$ cat config.mk
export PLATFORM = sky130hd
export DESIGN_NAME = fir_channel_scheduler
export DESIGN_NICKNAME = d
export VERILOG_FILES = /design/src/rtl/fir_sched_pkg.sv /design/src/rtl/fir_channel_scheduler_rr_arbiter.sv /design/src/rtl/fir_channel_scheduler.sv
export SDC_FILE = /design/constraint.sdc
export NUM_CORES = 1
export LEC_CHECK = 0
export BUFFER_PORTS_ARGS = -buffer_cell sky130_fd_sc_hd__buf_4
export CORE_MARGIN = 2
export CORE_UTILIZATION = 50
export CTS_BUF_LIST = sky130_fd_sc_hd__clkbuf_16
export DETAILED_ROUTE_END_ITERATION = 6
export HOLD_SLACK_MARGIN = 0.08
export PLACE_DENSITY = 0.86
export SKIP_LAST_GASP = 1
export SLEW_MARGIN = 20
export SYNTH_ARGS = -nofsm -noshare
export SYNTH_HDL_FRONTEND = slang
export SYNTH_SLANG_ARGS = --single-unit
$ cat constraint.sdc
create_clock -name ck -period 3.2 [get_ports ck]
set_input_delay 0 -clock ck [delete_from_list [all_inputs] [get_ports ck]]
set_output_delay 0 -clock ck [all_outputs]
set_load 0.01 [all_outputs]
$ cat src/rtl/fir_sched_pkg.sv
// Shared types and helpers for the FIR channel scheduler.
package fir_sched_pkg;

    localparam int SAMPLE_W = 16;

    typedef enum logic [2:0] {
        IDLE,
        ISSUE,
        BUSY,
        CAPTURE,
        DELIVER
    } sched_state_t;

    function automatic int ch_width(input int n);
        return (n <= 2) ? 1 : $clog2(n);
    endfunction

endpackage

$ cat src/rtl/fir_channel_scheduler_rr_arbiter.sv
// Combinational round-robin arbiter: first requester at or after ptr, wrapping.
// With FIR_SCHED_PRIORITY_EN, channel 0 overrides and rotation covers 1..N_CH-1 only.
module rr_arbiter
    import fir_sched_pkg::*;
#(
    parameter int N_CH = 4,
    localparam int CW  = ch_width(N_CH)
) (
    input  logic [N_CH-1:0] req,
    input  logic [CW-1:0]   ptr,
    output logic [N_CH-1:0] gnt,
    output logic [CW-1:0]   gnt_idx,
    output logic            any_req
);
    logic [N_CH-1:0] rr_req;
    logic [CW:0]     idx;

    // NOTE: every output gets a default before the loop, so no path infers a latch.
    always_comb begin
        gnt     = '0;
        gnt_idx = '0;
        idx     = '0;
        any_req = |req;
        rr_req  = req;
`ifdef FIR_SCHED_PRIORITY_EN
        rr_req[0] = 1'b0;
`endif
        // Scan from the farthest offset back to ptr so the nearest requester wins.
        for (int i = N_CH - 1; i >= 0; i--) begin
            idx = {1'b0, ptr} + (CW + 1)'(i);
            if (idx >= (CW + 1)'(N_CH)) begin
                idx = idx - (CW + 1)'(N_CH);
            end
            if (rr_req[idx[CW-1:0]]) begin
                gnt_idx = idx[CW-1:0];
            end
        end
`ifdef FIR_SCHED_PRIORITY_EN
        if (req[0]) begin
            gnt_idx = '0;
        end
`endif
        if (any_req) begin
            gnt[gnt_idx] = 1'b1;
        end
    end

endmodule

$ cat src/rtl/fir_channel_scheduler.sv
// Time-shares one serial FIR engine between N_CH producers, one transaction in flight.
// Optional macro FIR_SCHED_PRIORITY_EN makes channel 0 strict high priority.
module fir_channel_scheduler
    import fir_sched_pkg::*;
#(
    parameter int N_CH    = 4,
    parameter int W       = SAMPLE_W,
    parameter int TIMEOUT = 63,
    localparam int CW     = ch_width(N_CH)
) (
    input  logic              ck,
    input  logic              rst,
    input  logic [N_CH-1:0]   req_valid,
    input  logic [N_CH*W-1:0] req_data,
    output logic [N_CH-1:0]   req_ack,
    output logic [W-1:0]      eng_in,
    output logic              eng_input_ready,
    output logic [CW-1:0]     eng_ch,
    input  logic [W-1:0]      eng_out,
    input  logic              eng_output_ready,
    output logic [W-1:0]      res_data,
    output logic [CW-1:0]     res_ch,
    output logic              res_valid,
    input  logic              res_ready,
    output logic              err,
    output logic [CW-1:0]     err_ch
);
    localparam int TW = $clog2(TIMEOUT + 1);

    sched_state_t    state, state_next;
    logic [CW-1:0]   ptr, ch_q, ch_after, gnt_idx;
    logic [W-1:0]    sample_q;
    logic [TW-1:0]   timer, timer_inc;
    logic [N_CH-1:0] gnt;
    logic            any_req, timeout_hit, release_ch;

    rr_arbiter #(.N_CH(N_CH)) u_arb (
        .req     (req_valid),
        .ptr     (ptr),
        .gnt     (gnt),
        .gnt_idx (gnt_idx),
        .any_req (any_req)
    );

    assign timer_inc = timer + 1'b1;
    assign ch_after  = (ch_q == CW'(N_CH - 1)) ? '0 : ch_q + 1'b1;
    assign eng_in    = sample_q;
    assign eng_ch    = ch_q;

    // NOTE: sequential state uses non-blocking assignments so all registers update together.
    always_ff @(posedge ck) begin
        if (rst) begin
            state <= IDLE;
        end else begin
            state <= state_next;
        end
    end

    always_comb begin
        state_next      = state;
        req_ack         = '0;
        eng_input_ready = 1'b0;
        res_valid       = 1'b0;
        timeout_hit     = 1'b0;
        release_ch      = 1'b0;
        case (state)
            IDLE: begin
                if (any_req) begin
                    req_ack    = gnt;
                    state_next = ISSUE;
                end
            end
            ISSUE: begin
                eng_input_ready = 1'b1;
                state_next      = BUSY;
            end
            BUSY: begin
                if (eng_output_ready) begin
                    state_next = CAPTURE;
                end else if (timer_inc == TW'(TIMEOUT)) begin
                    timeout_hit = 1'b1;
                    release_ch  = 1'b1;
                    state_next  = IDLE;
                end
            end
            CAPTURE: state_next = DELIVER;
            DELIVER: begin
                res_valid = 1'b1;
                if (res_ready) begin
                    release_ch = 1'b1;
                    state_next = IDLE;
                end
            end
            default: state_next = IDLE;
        endcase
    end

    always_ff @(posedge ck) begin
        if (rst) begin
            ptr      <= '0;
            ch_q     <= '0;
            sample_q <= '0;
            timer    <= '0;
            res_data <= '0;
            res_ch   <= '0;
            err      <= 1'b0;
            err_ch   <= '0;
        end else begin
            err <= 1'b0;
            case (state)
                IDLE: begin
                    if (any_req) begin
                        sample_q <= req_data[gnt_idx*W +: W];
                        ch_q     <= gnt_idx;
                    end
                end
                ISSUE: timer <= '0;
                BUSY: begin
                    timer <= timer_inc;
                    if (timeout_hit) begin
                        err    <= 1'b1;
                        err_ch <= ch_q;
                    end
                end
                // The engine presents its result one cycle after the completion pulse.
                CAPTURE: begin
                    res_data <= eng_out;
                    res_ch   <= ch_q;
                end
                default: ;
            endcase
`ifdef FIR_SCHED_PRIORITY_EN
            if (release_ch && ch_q != '0) begin
                ptr <= ch_after;
            end
`else
            if (release_ch) begin
                ptr <= ch_after;
            end
`endif
        end
    end

endmodule

==> metrics.md <==
| Metric | Value |
|---|---|
| Status | `finished, final reports clean` |
| Footprint of the multi-input gates | `1580 sq um` |
| Core area | `5140 sq um` |
| DR pass1 iterations | `5` |
| Type of the worst setup path | `reg2reg` |
| Top-area cell type share of the netlist area | `0.371` |
| Top cell type by total area after synthesis | `dfxtp_1` |
| PortBufs | `132` |
| Total global routing overflow | `0` |
| #FFs+latches synth | `50` |
| Largest family of logic cells by synthesized area | `compound AO/OA/AOI/OAI gates` |
| Seq/Total Area, Yosys | `0.371` |
| DRT Wirelength | `10.0 mm` |
| Antenna Cells | `0` |
| DR top layer | `met4` |
| CTS Buf Count | `5` |
| # setup viols final | `0` |
| Placed cells | `510` |
| Final period util | `0.886` |
| Largest net degree at the start of global routing | `37` |
| Max-Cap Viols | `0` |
| CTS tree | `done` |
| Critical Path RT | `3370 ps` |
| Final Critical Period | `2840 ps` |
| Clock-pin slew on the worst setup and hold paths | `70 ps` |
| DR vias | `3345` |
| Number of failing hold endpoints at the final stage | `0` |
| Io pins | `133` |
| Ys Warns | `0` |
| Routability cong. | `0.813` |
| DRC Markers | `0` |
| Antenna violations before repair | `0` |
| Ys async rst share | `0` |
| CTS Buffer Depth | `2` |
| Finished Layout Cells | `568` |
| Distinct cells, synth | `43` |
| Simple-Gate Fraction of Synth Area | `0.224` |
| Post-Route Setup TNS | `0 ps` |
| Met3 WL post-DR | `940 um` |
| Max Slew Vio Count | `0` |
| Static leakage | `1.84 nW` |
| Adder-Cell Fraction of Synth Area | `0.0139` |
| FILL cells | `303` |
| DP Worst Slack | `992 ps` |
| Hpwl dp | `5.70 mm` |
| CP startpoint kind | `flop` |
| Relative slew slack | `0.485` |
| Worst-Margin Slew | `772 ps` |
| Final worst slack | `364 ps` |
| Die area | `5990 sq um` |
| Clk root buf | `clkbuf_16` |
| Skew final | `5.35 ps` |
| Vias per cell | `5.89` |
| Fraction of layout cells with a size suffix above 1 | `0.321` |
| Hold Path Class | `in2reg` |
| Syn Inst Count | `330` |
| Mean routed wirelength per cell | `17.6 um` |
| ANT nets after route | `0` |
| CP max FO | `19` |
| CTS Sinks | `50` |
| H-tree depth | `2` |
| Gr usage total | `0.337` |
| Routed met2 length | `4.95 mm` |
| Gates resized, CTS repair | `0` |
| Die height | `77.4 um` |
| Avg Inst Size Synth | `8.17 sq um` |
| Top_reg_cell synth | `dfxtp_1` |
| Arrival @ worst endpoint | `3010 ps` |
| Post-synthesis compound-gate area fraction | `0.262` |
| Syn Nets | `421` |
| DIE WIDTH | `77.4 um` |
| Mux cell area share after synthesis | `0.0785` |
| Area delta synth->final | `60.5%` |
| Starting Density | `0.524` |
| Clk_lat worst skew | `290 ps` |
| XOR/XNOR Fraction of Synth Area | `0.00650` |
| Synth top area cells | `dfxtp_1 37%, nand2_1 9.1%, mux2i_1 7.4%` |
| Reg area | `1000 sq um` |
| # rows | `26` |
| Setup crit end kind | `flop` |
| Maximum VDD drop | `0.313 mV` |
| PD cells | `407 nW/um^2` |
| Vias in the first global route | `3281` |
| Post-synth EDFFs | `0` |
| Achievable clock frequency | `353 MHz` |
| First-pass GRT wire length | `16.2 mm` |
| 1st-iter DRT viols | `301` |
| # nets final | `588` |
| Hold_ws | `115 ps` |
| RSZ-0062 raised after global routing | `no` |
| Met1 WL | `3.72 mm` |
| Mapped cell area | `2700 sq um` |
kinds of logic (layout without fill, tap and decap cells):
| kind of cell | Yosys count | after routing |
|---|---|---|
| AND/OR/NAND/NOR | 128 | 128 |
| buffers and inverters | 26 | 194 |
| multiplexers | 21 | 21 |
| flip-flops | 50 | 50 |
| XOR/XNOR | 2 | 2 |
| adder cells (fa/ha/maj) | 3 | 3 |
| AO/OA/AOI/OAI | 100 | 100 |
state kept, by name (all words and copies together) (netlist names):
register / flops
err_ch: 2
res_ch: 2
eng_ch: 2
res_data: 16
ptr: 2
timer: 6
err: 1
state: 3
eng_in: 16
metal layers:
layer	up-vias	global-route usage
met5	-	0
met4	0	0.168
met3	44	0.0744
met2	231	0.576
met1	1556	0.397
li1	1514	-
report_power, final:
part	total (mW)	switching [mW]	internal, mW
combinational	0.505	0.240	0.265
sequential	0.727	0.0551	0.672
clock	0.530	0.240	0.290
what timing repair did:
action | CTS | global route
hold buffers | 50 | 0
setup buffers | 0 | 0
endpoints found under the setup margin | 0 | 0
hold endpoints to repair | 34 | 0
final timing paths:
kind | cells after the start | to | slack, ps | startpoint
max | 6 | eng_in[8]$_SDFFE_PP0P_ | 360 | ptr[1]$_SDFFE_PP0P_
min | 2 | err_ch[1]$_SDFFE_PP0P_ | 110 | rst
max reg2reg | 6 | eng_in[8]$_SDFFE_PP0P_ | 360 | ptr[1]$_SDFFE_PP0P_
min reg2reg | 2 | res_data[5]$_SDFFE_PP0P_ | 460 | res_data[5]$_SDFFE_PP0P_
worst max-delay path: stages (launching register included):
cell	delay, ps
dfxtp_1	500
mux2i_1	310
o22ai_2	290
nor2_4	640
mux2i_1	290
dlygate4sd3_1	600
o211ai_2	70
through the flow:
stage	power, mW	area [sq um]	utilization
3_5_place_dp	1.16	3680	0.716
3_3_place_gp	1.15	3680	0.716
4_1_cts	1.73	4320	0.841
2_1_floorplan	0.955	2700	-
5_1_grt	1.84	4330	0.842
6_report	1.76	4330	0.842
placed cells by master (no fill, tap or decap), types with 2 or more instances in the layout:
cell type,netlist,layout
a211o_1,16,16
a211oi_1,2,2
a21oi_1,30,30
and2_1,2,2
buf_4,0,134
clkbuf_16,0,5
dfxtp_1,50,50
dlygate4sd3_1,0,50
ha_1,3,3
inv_1,2,2
mux2i_1,20,20
nand2_1,65,65
nand2b_1,7,7
nand3_1,19,19
nor2_1,10,9
nor2b_1,4,4
nor3_1,7,7
o211ai_1,6,6
o211ai_2,10,10
o21a_1,3,3
o21ai_0,22,22
o21bai_1,2,2
o22a_1,2,2
o22ai_2,2,2
or2_1,2,2
or3_1,3,3
xor2_1,2,2
Yosys cell counts, types with 2 or more instances:
master    instances
nand2_1          65
dfxtp_1          50
a21oi_1          30
o21ai_0          22
mux2i_1          20
nand3_1          19
clkbuf_1         17
a211o_1          16
nor2_1           10
o211ai_2         10
nand2b_1          7
nor3_1            7
o211ai_1          6
buf_2             4
nor2b_1           4
ha_1              3
o21a_1            3
or3_1             3
a211oi_1          2
and2_1            2
buf_6             2
inv_1             2
o21bai_1          2
o22a_1            2
o22ai_2           2
or2_1             2
xor2_1            2
area by class of cell:
type                            count  share of cell area
Tap cell                           70              0.0202
Clock inverter                      3             0.00463
Multi-Input combinational cell    254               0.365
Timing Repair Buffer              184               0.348
Sequential cell                    50               0.231
Clock buffer                        5              0.0289
Inverter                            2             0.00174
Note: power is estimated with default switching activity, not from simulation.
